**config.mk**
```make
export PLATFORM = sky130hd
export DESIGN_NAME = fpaddsub_out_stage
export DESIGN_NICKNAME = d
export VERILOG_FILES = /design/src/rtl/fpaddsub_pkg.sv /design/src/rtl/fp_skid_buf.sv /design/src/rtl/fpaddsub_out_stage.sv
export SDC_FILE = /design/constraint.sdc
export NUM_CORES = 1
export LEC_CHECK = 0
export BUFFER_PORTS_ARGS = -buffer_cell sky130_fd_sc_hd__buf_4
export CORE_ASPECT_RATIO = 0.9
export CORE_MARGIN = 5
export CORE_UTILIZATION = 27
export DETAILED_ROUTE_END_ITERATION = 6
export PLACE_DENSITY_LB_ADDON = 0.2
export SLEW_MARGIN = 10
export SYNTH_ARGS = -nofsm -noshare
export SYNTH_HDL_FRONTEND = slang
export SYNTH_SLANG_ARGS = --single-unit
export TNS_END_PERCENT = 20
```
**constraint.sdc**
```tcl
create_clock -name clk -period 3.16 [get_ports clk]
set_input_delay 0.632 -clock clk [delete_from_list [all_inputs] [get_ports clk]]
set_output_delay 0.632 -clock clk [all_outputs]
set_load 0.01 [all_outputs]
```
**src/rtl/fpaddsub_pkg.sv**
```systemverilog
// fpaddsub_pkg: shared widths, flag indices, ctrl codes and result types for the FPAddSub datapath
package fpaddsub_pkg;
  localparam int FP_W = 32;
  localparam int FP_FLAGS_W = 5;
  localparam int FP_TAG_W = 4;
  localparam int FLAG_INX = 0;
  localparam int FLAG_INV = 1;
  localparam int FLAG_DBZ = 2;
  localparam int FLAG_UNF = 3;
  localparam int FLAG_OVF = 4;
  localparam logic [2:0] CTRL_ADD = 3'b000;
  localparam logic [2:0] CTRL_SUB = 3'b001;
  typedef struct packed {
    logic [FP_W-1:0] z;
    logic [FP_FLAGS_W-1:0] flags;
    logic [FP_TAG_W-1:0] tag;
  } fp_result_t;
  typedef enum logic [1:0] {OCC_EMPTY, OCC_ONE, OCC_FULL} occ_t;
endpackage

```
**src/rtl/fp_skid_buf.sv**
```systemverilog
// fp_skid_buf: two-entry skid buffer with registered in_ready; main register M drives the output
module fp_skid_buf
  import fpaddsub_pkg::*;
#(
  parameter int W = 8
) (
  input  logic         clk,
  input  logic         rst,
  input  logic         in_valid,
  output logic         in_ready,
  input  logic [W-1:0] in_data,
  output logic         out_valid,
  input  logic         out_ready,
  output logic [W-1:0] out_data
);
  occ_t r_state, w_next;
  logic [W-1:0] r_m, r_s;
  logic r_in_ready, w_in_acc, w_out_acc;
  assign in_ready  = r_in_ready;
  assign out_valid = r_state != OCC_EMPTY;
  assign out_data  = r_m;
  always_comb begin
    w_in_acc  = in_valid && r_in_ready;
    w_out_acc = (r_state != OCC_EMPTY) && out_ready;
    w_next    = r_state;
    case (r_state)
      OCC_EMPTY: w_next = w_in_acc ? OCC_ONE : OCC_EMPTY;
      OCC_ONE:   w_next = (w_in_acc && !w_out_acc) ? OCC_FULL :
                          (!w_in_acc && w_out_acc) ? OCC_EMPTY : OCC_ONE;
      default:   w_next = w_out_acc ? OCC_ONE : OCC_FULL;
    endcase
  end
  always_ff @(posedge clk) begin
    if (rst) begin
      r_state    <= OCC_EMPTY;
      r_in_ready <= 1'b1;
      r_m        <= '0;
      r_s        <= '0;
    end else begin
      r_state    <= w_next;
      r_in_ready <= w_next != OCC_FULL;
      if (r_state == OCC_FULL && w_out_acc) r_m <= r_s;
      else if (w_in_acc && (r_state == OCC_EMPTY || w_out_acc)) r_m <= in_data;
      if (w_in_acc && r_state == OCC_ONE && !w_out_acc) r_s <= in_data;
    end
  end
endmodule

```
**src/rtl/fpaddsub_out_stage.sv**
```systemverilog
// fpaddsub_out_stage: registered FPAddSub result stage with skid buffer, sticky flags, counter and trap
module fpaddsub_out_stage
  import fpaddsub_pkg::*;
#(
  parameter int TAG_W = 4,
  parameter int CNT_W = 16
) (
  input  logic                  clk,
  input  logic                  rst,
  input  logic                  in_valid,
  output logic                  in_ready,
  input  logic [FP_W-1:0]       in_z,
  input  logic [FP_FLAGS_W-1:0] in_flags,
  input  logic [TAG_W-1:0]      in_tag,
  output logic                  out_valid,
  input  logic                  out_ready,
  output logic [FP_W-1:0]       out_z,
  output logic [FP_FLAGS_W-1:0] out_flags,
  output logic [TAG_W-1:0]      out_tag,
  input  logic                  sticky_clr,
  output logic [FP_FLAGS_W-1:0] sticky_flags,
  input  logic [FP_FLAGS_W-1:0] trap_mask,
  output logic                  trap,
  output logic [CNT_W-1:0]      result_count
);
  localparam int W = FP_W + FP_FLAGS_W + TAG_W;
  logic w_in_acc;
  logic [W-1:0] w_out_data;
  logic [FP_FLAGS_W-1:0] r_sticky;
  logic [CNT_W-1:0] r_cnt;
  logic r_trap;
  assign w_in_acc = in_valid && in_ready;
  assign {out_z, out_flags, out_tag} = w_out_data;
  assign sticky_flags = r_sticky;
  assign result_count = r_cnt;
  assign trap = r_trap;
  fp_skid_buf #(.W(W)) u_skid (
    .clk       (clk),
    .rst       (rst),
    .in_valid  (in_valid),
    .in_ready  (in_ready),
    .in_data   ({in_z, in_flags, in_tag}),
    .out_valid (out_valid),
    .out_ready (out_ready),
    .out_data  (w_out_data)
  );
  // a clear coincident with an accept still keeps the new result's flags
  always_ff @(posedge clk) begin
    if (rst) begin
      r_sticky <= '0;
      r_cnt    <= '0;
      r_trap   <= 1'b0;
    end else begin
      r_sticky <= (sticky_clr ? '0 : r_sticky) | (w_in_acc ? in_flags : '0);
      r_cnt    <= w_in_acc ? r_cnt + CNT_W'(1) : r_cnt;
      r_trap   <= w_in_acc && |(in_flags & trap_mask);
    end
  end
endmodule

```
==> impl_metrics.env <==
export IMPL_tightest_slew_ns=0.857
export IMPL_fp_dieH_um=130
export IMPL_setup_violations_final=0
export IMPL_syn_avg_cell_area_um2=8.04
export IMPL_fmax_ghz=0.489
export IMPL_fp_dieW_um=143
export IMPL_clock_sinks=107
export IMPL_cts_tree="yes"
export IMPL_p_clk_share_pct=35.8
export IMPL_initial_core_util_pct=27.6
export IMPL_diodes=0
export IMPL_fin_cells=834
export IMPL_syn_area_um2=4300
export IMPL_drive_above_1_share_pct=22.5
export IMPL_cts_made_buffers=9
export IMPL_fin_nets=681
export IMPL_comb_power_share_pct=13.5
export IMPL_antenna_found_initial=0
export IMPL_area_growth_pct=29.1
export IMPL_setup_worst_path_end_class="register"
export IMPL_core_area_um2=15500
export IMPL_core_rowCount=43
export IMPL_clkLatencyLatePin_ns=0.35
export IMPL_clockRootBuffer="clkbuf_16"
export IMPL_grt_usage_pct=13.2
export IMPL_syn_num_nets=588
export IMPL_power_internal_w=0.00215
export IMPL_grt_max_degree=64
export IMPL_drv_cap=0
export IMPL_power_density_nw_per_um2=520
export IMPL_seq_area_frac_synth_pct=49.8
export IMPL_clock_path_buffers=2
export IMPL_gp_congestion=0.735
export IMPL_hold_path_class="reg2reg"
export IMPL_p_leak_nw=2.25
export IMPL_htreeDepth=3
export IMPL_fin_crit_ns=2.04
export IMPL_min_period_over_period_pct=64.7
export IMPL_rsz0062_at_grt="no"
export IMPL_fin_setup_tns_ns=0
export IMPL_wl_per_cell_um=14.6
export IMPL_synth_top_family_by_area="simple AND/OR/NAND/NOR gates"
export IMPL_peakVddDrop_mv=0.254
export IMPL_dieArea_um2=18500
export IMPL_netlist_instances=535
export IMPL_synth_distinct_cells=37
export IMPL_synth_simple_gate_area_share_pct=26.1
export IMPL_max_slew_margin_pct=42.9
export IMPL_grt_pass1_wl_um=19500
export IMPL_pwr_share_seq_pct=50.7
export IMPL_synth_compound_area_share_pct=15.5
export IMPL_finalClockSkew_ns=0.00273
export IMPL_finalMaxSlewViolations=0
export IMPL_portBuffers=115
export IMPL_crit_fanout=41
export IMPL_synthAdderAreaFrac_pct=0.582
export IMPL_grt_pass1_vias=3813
export IMPL_critical_path_arrival_ns=2.29
export IMPL_worstPathRequired_ns=3.40
export IMPL_dr_pass1_iters=5
export IMPL_overflow=0
export IMPL_clk_pin_slew_ns=0.07
export IMPL_hold_viol_final=0
export IMPL_place_hpwl_um=7970
export IMPL_dr_first_iter_drc_count=251
export IMPL_cts_setup_buffers=0
export IMPL_ys_seq_elements=107
export IMPL_vias=3893
export IMPL_hold_buffers=0
export IMPL_path_class="reg2reg"
export IMPL_outcome="completed"
export IMPL_synth_mux_area_share_pct=0.262
export IMPL_drc_errors=0
export IMPL_placedCellCount=819
export IMPL_wirelength_um=12200
export IMPL_io_pins=116
export IMPL_via_per_inst=4.67
export IMPL_synth_xor_area_share_pct=2.65
export IMPL_ant_nets=0
export IMPL_switching_share_pct=25.7
export IMPL_p_sw_w=0.000741
export IMPL_critPathLaunchType="register"
export IMPL_cts_resized=0
export IMPL_synth_warning_count=0
## placed cells by master, fill, tap and decap left out, types with 2 or more instances in the layout
cell type  synthesis  routed
nor3_1             3       3
nand3_1            2       2
a21oi_1           49      49
xor2_1             3       3
clkbuf_1          15       3
nand2b_1           3       3
nand3b_1           2       2
nor2b_1            5       5
xnor2_1           10      10
nor4_1             5       5
a311oi_1          41      41
inv_1              5       5
buf_4              5     120
o21ai_0            2       2
nor3_4             1       2
nor2_1            64      64
nand4_1            4       4
ha_1               2       2
clkbuf_16          0       9
dfxtp_1          107     107
nand2_1          175     175
## final cells by class
type,instances,area [um2]
Multi-Input combinational cell,384,1950
Sequential cell,107,2140
Clock buffer,13,250
Fill cell,1638,10000
Inverter,5,18.8
Timing Repair Buffer,121,921
Clock inverter,2,12.5
Tap cell,202,253
## routing by layer
layer  GRT usage, %  routed length (um)
met4           3.19                 120
met2           21.9                5720
met5              0                   0
met1           16.7                5600
met3           4.36                 712
## kinds of logic after synthesis
group / count (synthesis)
AOI/OAI and AO/OA: 98
DFF: 107
and+or+nand+nor: 270
adders and majority gates: 2
xor gates and xnor gates: 13
muxes: 1
buffers and inverters: 44
## through the flow
stage / util [%] / area, um2 / power, W / hold WS, ns / worst slack, ns
3_5_place_dp: 34.0 / 5290 / 0.00189 / 0.447 / 0.795
2_1_floorplan: - / 4300 / 0.00169 / 0.437 / 1.49
4_1_cts: 35.7 / 5550 / 0.00295 / 0.456 / 1.06
3_3_place_gp: 34.0 / 5290 / 0.00189 / 0.442 / 0.886
5_1_grt: 35.7 / 5550 / 0.00306 / 0.468 / 0.891
6_report: 35.7 / 5550 / 0.00289 / 0.455 / 1.12
## power groups by stage
| stage | Combinational, W | Clock [W] | Sequential (W) |
|---|---|---|---|
| after floorplan | 0.000183 | 0 | 0.00151 |
| after global placement | 0.000394 | 0 | 0.00149 |
| after detailed placement | 0.000399 | 0 | 0.00149 |
| after CTS | 0.000399 | 0.00108 | 0.00146 |
| after global routing | 0.000436 | 0.00115 | 0.00147 |
| final | 0.000390 | 0.00103 | 0.00146 |
## registers in the layout, indices dropped and copies added, names as in the netlist
signal and cells:
u_skid.in_ready 1, result_count 16, u_skid.r_state 2, u_skid.out_data 41, u_skid.r_s 41, sticky_flags 5, trap 1
## cells in the mapped netlist (all sizes together)
| master | number | area [um2] |
|---|---|---|
| nand2 | 176 | 663 |
| dfxtp | 107 | 2140 |
| nor2 | 64 | 240 |
| a21oi | 49 | 245 |
| a311oi | 41 | 359 |
| buf | 23 | 131 |
| clkbuf | 16 | 70.1 |
| xnor2 | 10 | 87.6 |
| inv | 5 | 18.8 |
| nand4 | 5 | 46.3 |
| nor2b | 5 | 31.3 |
| nor3 | 5 | 41.3 |
| nor4 | 5 | 31.3 |
| nand2b | 3 | 18.8 |
| o21ai | 3 | 18.8 |
| xor2 | 3 | 26.3 |
| ha | 2 | 25.0 |
| nand3 | 2 | 10.0 |
| nand3b | 2 | 15.0 |
| a211oi | 1 | 7.51 |
| a222oi | 1 | 10.0 |
| a22oi | 1 | 7.51 |
| a31o | 1 | 8.76 |
| and2b | 1 | 8.76 |
| and4 | 1 | 8.76 |
| mux2 | 1 | 11.3 |
| o21a | 1 | 8.76 |
| or3 | 1 | 6.26 |
## worst paths after layout
path                                       endpoint  depth (start not counted)            start  slack [ns]
worst min register to register        u_skid.r_s[3]                          2    u_skid.r_s[3]        0.45
worst max register to register  u_skid.out_data[28]                          6  u_skid.in_ready        1.12
worst max-delay path            u_skid.out_data[28]                          6  u_skid.in_ready        1.12
worst min-delay path                  u_skid.r_s[3]                          2    u_skid.r_s[3]        0.45
## critical path, cell delays in order, from the launching register on
cell and delay [ns]:
dfxtp_1 0.43, nand2_2 0.15, inv_1 0.34, o21a_2 0.20, buf_4 0.40, nand2_1 0.10, a311oi_1 0.30
Power figures use the tool's default switching activity.
